--- config.mk ---
export PLATFORM = sky130hd
export DESIGN_NAME = mux2_rr_arbiter
export DESIGN_NICKNAME = d
export VERILOG_FILES = /design/src/rtl/mux2_rr_arbiter_pkg.sv /design/src/rtl/mux2_rr_arbiter.sv
export SDC_FILE = /design/constraint.sdc
export NUM_CORES = 1
export LEC_CHECK = 0
export CAP_MARGIN = 30
export CORE_MARGIN = 5
export CORE_UTILIZATION = 44
export CTS_CLUSTER_SIZE = 16
export DETAILED_ROUTE_END_ITERATION = 7
export PLACE_DENSITY = 0.9
export SLEW_MARGIN = 40
export SYNTH_ARGS = -nofsm -noshare
export SYNTH_HDL_FRONTEND = slang
export SYNTH_SLANG_ARGS = --single-unit
--- constraint.sdc ---
create_clock -name clk -period 2.6 [get_ports clk]
set_input_delay 0.52 -clock clk [delete_from_list [all_inputs] [get_ports clk]]
set_output_delay 0.52 -clock clk [all_outputs]
set_load 0.05 [all_outputs]
--- src/rtl/mux2_rr_arbiter_pkg.sv ---
// mux2_rr_arbiter_pkg: shared state encoding and burst counter sizing for the round-robin 2:1 mux arbiter
package mux2_rr_arbiter_pkg;
  typedef enum logic [1:0] {
    IDLE = 2'b00,
    G0   = 2'b01,
    G1   = 2'b10
  } state_t;
  function automatic int burst_cnt_w(input int max_burst);
    return (max_burst > 1) ? $clog2(max_burst) : 1;
  endfunction
endpackage

--- src/rtl/mux2_rr_arbiter.sv ---
// mux2_rr_arbiter: round-robin arbiter with bounded bursts driving a registered 2:1 data mux
module mux2_rr_arbiter
  import mux2_rr_arbiter_pkg::*;
#(
  parameter int DATA_W    = 8,
  parameter int MAX_BURST = 4
) (
  input  logic              clk,
  input  logic              rst,
  input  logic              req0,
  input  logic              req1,
  input  logic [DATA_W-1:0] din0,
  input  logic [DATA_W-1:0] din1,
  output logic              gnt0,
  output logic              gnt1,
  output logic              sel,
  output logic [DATA_W-1:0] dout,
  output logic              dout_valid
);
  localparam int CW = burst_cnt_w(MAX_BURST);
  localparam logic [CW-1:0] BMAX = CW'(MAX_BURST - 1);
  state_t            state_q, state_d;
  logic              last_q, last_d;
  logic [CW-1:0]     cnt_q, cnt_d;
  logic [DATA_W-1:0] dout_q, dout_d;
  logic              dout_valid_q, dout_valid_d;
  assign gnt0       = (state_q == G0);
  assign gnt1       = (state_q == G1);
  assign sel        = gnt1;
  assign dout       = dout_q;
  assign dout_valid = dout_valid_q;
  // Next grant: last_q=1 hands ties to requester 0; a held grant yields once its burst is spent
  always_comb begin
    state_d = IDLE;
    unique case (state_q)
      IDLE:    state_d = (req0 && (!req1 || last_q)) ? G0 : req1 ? G1 : IDLE;
      G0:      state_d = !req0 ? (req1 ? G1 : IDLE) : (req1 && cnt_q == BMAX) ? G1 : G0;
      G1:      state_d = !req1 ? (req0 ? G0 : IDLE) : (req0 && cnt_q == BMAX) ? G0 : G1;
      default: state_d = IDLE;
    endcase
    cnt_d        = (state_d != state_q || state_q == IDLE) ? '0 : (cnt_q == BMAX) ? cnt_q : cnt_q + 1'b1;
    last_d       = (state_d != state_q && state_d != IDLE) ? (state_d == G1) : last_q;
    dout_valid_d = gnt0 | gnt1;
    dout_d       = (gnt0 | gnt1) ? (sel ? din1 : din0) : dout_q;
  end
  // State, burst bookkeeping and registered data path
  always_ff @(posedge clk) begin
    if (rst) begin
      state_q      <= IDLE;
      last_q       <= 1'b1;
      cnt_q        <= '0;
      dout_q       <= '0;
      dout_valid_q <= 1'b0;
    end else begin
      state_q      <= state_d;
      last_q       <= last_d;
      cnt_q        <= cnt_d;
      dout_q       <= dout_d;
      dout_valid_q <= dout_valid_d;
    end
  end
endmodule

; Word-level counts from Yosys, hierarchy flattened
; Index checks and enable logic that the tools add are counted.
; W data, S select, Z words.
[totals]
regBits = 14
inputBits = 20
word_cells = 31
[op_classes]
add_sub_neg = 1
n_eq_ne = 5
muxes = 9
bitwise = 1
n_reduce_logical = 10
[ops]
columns = cell, count
row1 = $mux W2, 6
row2 = $mux W8, 1
row3 = $eq A2 B2 Y1 const B, 3
row4 = $pmux W2 S3, 1
row5 = $logic_and A1 B1 Y1, 4
row6 = $add A2 B1 Y2 const B, 1
row7 = $eq A2 B1 Y1 const B, 1
row8 = $logic_not A2 Y1, 1
row9 = $logic_or A1 B1 Y1, 2
row10 = $ne A2 B2 Y1, 1
row11 = $reduce_bool A2 Y1, 1
row12 = $reduce_or A2 Y1, 1
row13 = $logic_not A1 Y1, 1
row14 = $mux W1, 1
row15 = $or A1 B1 Y1, 1

; Longest topological paths before layout
; Gate-level depths: netlist of run 1.
[depth]
word_depth = 8
depth_mapped = 8

; Least setup slack after synthesis of run 1
; No wires, ideal clock.
[synth_path]
path_kind = flip-flop to flip-flop
from = register state_q[0]
to = register last_q
setup_ns = 0.121
arrival_ns = 1.858
path_slack_ns = 0.621
path_stages_with_launch = 9
period_less_slack_ns = 1.979
cell_sequence = dfxtp_1 -> inv_1 -> ha_1 -> buf_6 -> mux2i_2 -> nand3_2 -> a41o_1 -> a221oi_1 -> nand2_1
[synth_via]
elab_chain_len = 4
[synth_lines]
columns = item, line_no
row1 = from (decl), mux2_rr_arbiter.sv:22  ; state_t state_q, state_d;
row2 = from (signal assigned), mux2_rr_arbiter.sv:55  ; state_q <= state_d;
row3 = $eq A2 B2 Y1 (*), -
row4 = via gnt1, mux2_rr_arbiter.sv:15  ; output logic gnt1,
row5 = $pmux W2 S3 (*), mux2_rr_arbiter.sv:35  ; unique case (state_q)
row6 = $ne A2 B2 Y1 / $reduce_bool A2 Y1 (equally long branches), mux2_rr_arbiter.sv:42  ; last_d = (state_d != state_q && state_d != IDLE) ? (state_d == G1) : last_q;
row7 = $logic_and A1 B1 Y1, mux2_rr_arbiter.sv:42
row8 = to (signal assigned), mux2_rr_arbiter.sv:56  ; last_q <= last_d;
row9 = to (decl), mux2_rr_arbiter.sv:23  ; logic last_q, last_d;
; The timed path passes the listed nets; every way through them passes the cells marked *.
; A chain may end at the register's enable or synchronous reset.

; Worst setup path after layout of run 1
[layout_path]
from = register state_q[0]
to = output port gnt0
[layout_via]
elab_chain_len = 1
[layout_lines]
columns = item, line_no
row1 = $eq A2 B1 Y1, mux2_rr_arbiter.sv:27  ; assign gnt0 = (state_q == G0);
row2 = to (decl), mux2_rr_arbiter.sv:14  ; output logic gnt0,
; No other way between the ends.

==> results of run 1 <==
[synth_stat cells (2+ instances only)]
library cell and instances:
dfxtp_1 14, nor2_1 11, mux2i_1 10, a211oi_1 8, ha_1 5, nand2_1 3, and3_1 2, buf_6 2
nand3_1 2, nand3_2 2, nor3_1 2, xnor2_1 2
[worst max-delay path by stage]
stage / start / endpoint / slack, ps / cells past startpoint
2_1_floorplan: state_q[0]$_SDFF_PP0_ / last_q$_SDFFE_PP1P_ / 620 / 8
3_3_place_gp: state_q[0]$_SDFF_PP0_ / last_q$_SDFFE_PP1P_ / 600 / 7
3_5_place_dp: state_q[0]$_SDFF_PP0_ / cnt_q[1]$_SDFFE_PP0P_ / 490 / 7
4_1_cts: state_q[0]$_SDFF_PP0_ / gnt0 / 230 / 2
5_1_grt: state_q[0]$_SDFF_PP0_ / gnt0 / 160 / 2
6_report: state_q[0]$_SDFF_PP0_ / gnt0 / 220 / 2
[metal layers]
| metal | vias up | part of all wire | wire (µm) |
|---|---|---|---|
| met3 | 4 | 0.087 | 153 |
| met5 | - | 0 | 0 |
| met2 | 27 | 0.48 | 838 |
| met4 | 0 | 0.0080 | 14 |
| met1 | 325 | 0.42 | 743 |
| li1 | 343 | - | - |
[logic make-up (layout without fill, tap and decap cells)]
| group | count (synthesis) | in the layout | synth area share |
|---|---|---|---|
| xor+xnor | 3 | 3 | 0.04349 |
| buf+inv | 8 | 38 | 0.06439 |
| flops | 14 | 14 | 0.3607 |
| simple gates | 27 | 27 | 0.1932 |
| mux | 11 | 11 | 0.1465 |
| fa+ha+maj | 5 | 5 | 0.08052 |
| compound gates | 11 | 11 | 0.1111 |
[through the flow]
stage	setup WS [ps]	hold slack [ps]	power, mW	instance area, µm²	util
finish	223.9	492.7	0.7002	1115	0.6527
global route	163.9	524.6	0.7371	1115	0.6527
CTS	230.1	495.2	0.7059	1115	0.6527
detailed placement	494.1	483.5	0.5534	1079	0.6315
global placement	600.8	473.4	0.5438	1079	0.6315
floorplan	620.5	494.0	0.4583	777.0	-
[state kept, by name, summed over array words and instances (netlist names)]
name and cells:
dout 8, cnt_q 2, state_q 2, dout_valid 1, last_q 1
[cell type report]
class / instances / area [µm²] / area share
Tap cell: 25 / 31.28 / 0.02806
Inverter: 2 / 7.507 / 0.006734
Multi-Input combinational cell: 57 / 446.7 / 0.4007
Sequential cell: 14 / 280.3 / 0.2514
Clock buffer: 4 / 36.28 / 0.03255
Timing Repair Buffer: 32 / 312.8 / 0.2806
[worst max-delay path, stage by stage, from the launching register on]
cell             delay [ps]
dfxtp_1                 470
ha_1                    280
clkdlybuf4s50_1         830
[power groups by stage]
stage	sequential (mW)	clock [mW]	combinational, mW
2_1_floorplan	0.333	0	0.125
3_3_place_gp	0.263	0	0.281
3_5_place_dp	0.265	0	0.288
4_1_cts	0.260	0.156	0.289
5_1_grt	0.264	0.165	0.308
6_report	0.261	0.153	0.287
==> qor.csv, run 1 <==
metric,value,unit
powerDensity,628.0,nW/µm²
swShare,0.3668,
p_sw,256.8,µW
drive_above_1_share,0.1376,
r2r_start,state_q[0]$_SDFF_PP0_,
synth_cells,79,
synth_area,777.0,µm²
dr_total_vias,699,
final_max_slew_viol_count,0,
final_cell_mix,"29 x clkdlybuf4s50_1, 14 x dfxtp_1, 11 x nor2_1",
initial_core_util,0.4549,
reg2reg_depth,7,
clkTransAtPathRegs,80,ps
drv_cap,0,
seq_area_frac_synth,0.3607,
critPathCaptureType,primary output,
placementRows,15,
dr.pass1.iters,3,
leakage,0.4242,nW
clock-root-buffer,clkbuf_4,
syn2layout_area_growth,43.48,%
cts-htree-levels,1,
dp_cells,130,
finalCritPeriodShare,0.9139,
vdd_drop_max,0.4095,mV
cts_resized,0,
viasPerCell,5.216,
fin_setup_tns,0,ps
regToRegEndpoint,cnt_q[1]$_SDFFE_PP0P_,
n_antenna_cell,0,
use_met1,0.1693,
critPathMaxFanout,7,
grt_setup_unrepaired,no,
numCtsBuffers,3,
post_drt_wl_per_cell,13.06,µm
synth-edff-count,0,
use_met3,0.04298,
fill_cells,143,
hpwl,1411,µm
arrival,1860,ps
antenna_found_initial,0,
final_antenna_net_count,0,
grt_max_degree,18,
cp-start-kind,flop,
final_cells,134,
max_freq,420.9,MHz
yosysUniqueCellTypes,28,
synth_ff_type,dfxtp_1,
syn_nets,104,
grtUsageMet2,0.2448,
drtIter0Drc,4,
fp.coreArea,1708,µm²
layout.nets,135,
status,"complete, no violations",
final_hold_viol_count,0,
yosys_warnings,0,
cts_tree,yes,
cts.sinks,14,
worstPathRequired,2080,ps
hp-class,flop to flop,
die_area,2706,µm²
mostFrequentLayoutCell,clkdlybuf4s50_1,
r2r_slack,470,ps
grt_pass1_vias,691,
ios,32,
tightest_slew,667.6,ps
synth_top_area_cell,dfxtp_1,
die_h,52.02,µm
finalSetupViolCount,0,
synth_async_sr_flop_share,0,
slew-limit-headroom,0.5549,
cts_buffer_depth,2,
power.share.sequential,0.372,
hp-start,dout[7]$_SDFFE_PP0P_,
critical_path_class,flop to primary output,
busiest_layer,met2,
synth_area_leaders,"dfxtp_1 36%, mux2i_1 13%, ha_1 8.1%, a211oi_1 7.7%, nor2_1 5.3%",
whs_path_depth,2,
gp_congestion,0.8782,
hold_path_end,dout[7]$_SDFFE_PP0P_,
insertion_delay,270,ps
routed_wl,1750,µm
syn_avg_cell_area,9.835,µm²
cts_setup_buffers,0,
io_buffers,31,
hold_buffers,0,
die_w,52.02,µm
drcViolationCount,0,
pwr-share-clk,0.218,
pwr-share-comb,0.410,
post-route-min-period,2376,ps
track_usage,0.1454,
synth_top_area_share,0.3607,
overflow,0,
p_int,443.4,µW
skew,4.104,ps
grt_pass1_wl,2994,µm
ys_seq_elements,14,
(Power assumes the default switching activity.)
==> run 2: changes to the inputs <==
--- a/config.mk
+++ b/config.mk
@@ -5,6 +5,7 @@
 export SDC_FILE = /design/constraint.sdc
 export NUM_CORES = 1
 export LEC_CHECK = 0
+export ABC_CLOCK_PERIOD_IN_PS = 2600
 export CAP_MARGIN = 30
 export CORE_MARGIN = 5
 export CORE_UTILIZATION = 44
==> results of run 2 <==
Same layout as run 1: the final DEF is identical, and so are final timing and power.
==> run 3: changes to the inputs <==
--- a/config.mk
+++ b/config.mk
@@ -7,11 +7,14 @@
 export LEC_CHECK = 0
 export ABC_CLOCK_PERIOD_IN_PS = 2600
 export CAP_MARGIN = 30
+export CELL_PAD_IN_SITES_DETAIL_PLACEMENT = 2
+export CELL_PAD_IN_SITES_GLOBAL_PLACEMENT = 2
+export CORE_ASPECT_RATIO = 0.7
 export CORE_MARGIN = 5
-export CORE_UTILIZATION = 44
+export CORE_UTILIZATION = 26
 export CTS_CLUSTER_SIZE = 16
 export DETAILED_ROUTE_END_ITERATION = 7
-export PLACE_DENSITY = 0.9
+export PLACE_DENSITY = 0.91
 export SLEW_MARGIN = 40
 export SYNTH_ARGS = -nofsm -noshare
 export SYNTH_HDL_FRONTEND = slang
==> qor.csv, run 3 (same netlist as run 1, synthesis figures left out) <==
metric,value,unit,change
status,"complete, no violations",,
gp_congestion,0.8426,,-4.1%
final_max_slew_viol_count,0,,unchanged
cts-htree-levels,1,,unchanged
wl_met1,932,µm,+25%
grt_pass1_vias,730,,+5.6%
powerDensity,629.6,nW/µm²,+0.25%
fp.coreArea,2823,µm²,+65%
fin_area,1166,µm²,+4.6%
n_antenna_cell,0,,unchanged
grt_max_degree,18,,unchanged
mostFrequentLayoutCell,clkdlybuf4s50_1,,
final_hold_viol_count,0,,unchanged
layout.nets,136,,+0.74%
overflow,0,,unchanged
ios,32,,unchanged
hpwl,1700,µm,+20%
finalSetupViolCount,0,,unchanged
hp-start,dout[3]$_SDFFE_PP0P_,,
cts_setup_buffers,0,,unchanged
grt_setup_unrepaired,no,,
die_area,4199,µm²,+55%
die_h,55.74,µm,+7.1%
dr_total_vias,685,,-2.0%
worstPathRequired,2080,ps,about the same
io_buffers,31,,unchanged
vdd_drop_max,0.2455,mV,-40%
final_cell_mix,"29 x clkdlybuf4s50_1, 14 x dfxtp_1, 11 x nor2_1",,
drcViolationCount,0,,unchanged
final_antenna_net_count,0,,unchanged
clock-root-buffer,clkbuf_8,,
slew-limit-headroom,0.6436,,+0.08871
critPathCaptureType,primary output,,
largest_reg_flops,8,,unchanged
critPathMaxFanout,7,,unchanged
arrival,1810,ps,-50 ps
critical_path_class,flop to primary output,,
die_w,75.34,µm,+45%
wl_met2,1058,µm,+26%
numCtsBuffers,3,,unchanged
insertion_delay,240,ps,-30 ps
cts_resized,0,,unchanged
track_usage,0.1165,,-0.02897
crit_path_start,state_q[0]$_SDFF_PP0_,,
fill_cells,298,,+110%
clkTransAtPathRegs,50,ps,-30 ps
r2r_start,state_q[0]$_SDFF_PP0_,,
post_drt_wl_per_cell,15.15,µm,+16%
routed-wl-met3,172,µm,+12%
tightest_slew,534.5,ps,-133.1 ps
antenna_found_initial,0,,unchanged
highest_layer,met4,,
syn2layout_area_growth,50.08,%,
hold_buffers,0,,unchanged
placementRows,16,,+1
fin_setup_tns,0,ps,unchanged
cts.sinks,14,,unchanged
dpl_cell_area,1125,µm²,+4.3%
cts_tree,yes,,
leakage,0.4362,nW,+2.8%
drive_above_1_share,0.1376,,unchanged
cts_buffer_depth,2,,unchanged
viasPerCell,4.724,,-9.4%
skew,0.7904,ps,-3.313 ps
post-route-min-period,2325,ps,-50.96 ps
grt_pass1_wl,3732,µm,+25%
drtIter0Drc,11,,+7
initial_core_util,0.2753,,-0.1797
drv_cap,0,,unchanged
cp-start-kind,flop,,
hp-class,flop to flop,,
routed_wl,2197,µm,+26%
finalCritPeriodShare,0.8943,,-0.01960
dr.pass1.iters,4,,+1
max_freq,430.1,MHz,+2.2%
==> run 3: per-layer routing <==
layer  vias to the layer above  track usage
li1                        339            -
met3                         4      0.03791
met2                        24       0.1845
met4                         0      0.04489
met5                         -            0
met1                       318       0.1438
==> run 3: stage by stage <==
step / utilization / power, mW / hold slack (ps) / setup slack (ps) / instances
after floorplan: - / 0.4583 / 494.0 / 620.5 / 79
after global placement: 0.3985 / 0.5583 / 472.2 / 582.6 / 142
after detailed placement: 0.3985 / 0.5675 / 482.9 / 553.4 / 142
after CTS: 0.4131 / 0.7490 / 495.2 / 261.9 / 145
after global routing: 0.4131 / 0.7782 / 518.6 / 193.6 / 145
final: 0.4131 / 0.7342 / 485.9 / 274.9 / 145
==> run 3: path summary, 6_finish.rpt <==
path                            cells after the start              endpoint  slack (ps)
worst min-delay path                                2  dout[3]$_SDFFE_PP0P_         490
worst min register to register                      2  dout[3]$_SDFFE_PP0P_         490
worst max-delay path                                2                  gnt0         270
worst max register to register                      7   last_q$_SDFFE_PP1P_         670
==> run 3: critical path, cell delays in order (launching register included) <==
cell	delay (ps)
dfxtp_1	450
ha_1	280
clkdlybuf4s50_1	830
==> run 3: power by group <==
| group | switching (mW) | internal [mW] |
|---|---|---|
| Clock | 0.0730 | 0.102 |
| Combinational | 0.175 | 0.124 |
| Sequential | 0.0183 | 0.242 |
==> run 3: final cells by class <==
type                            instances  area [µm²]  share of cell area
Inverter                                2       7.507            0.006438
Timing Repair Buffer                   33       345.3              0.2961
Clock buffer                            3       41.29             0.03541
Multi-Input combinational cell         57       446.7              0.3830
Sequential cell                        14       280.3              0.2403
Tap cell                               36       45.04             0.03863
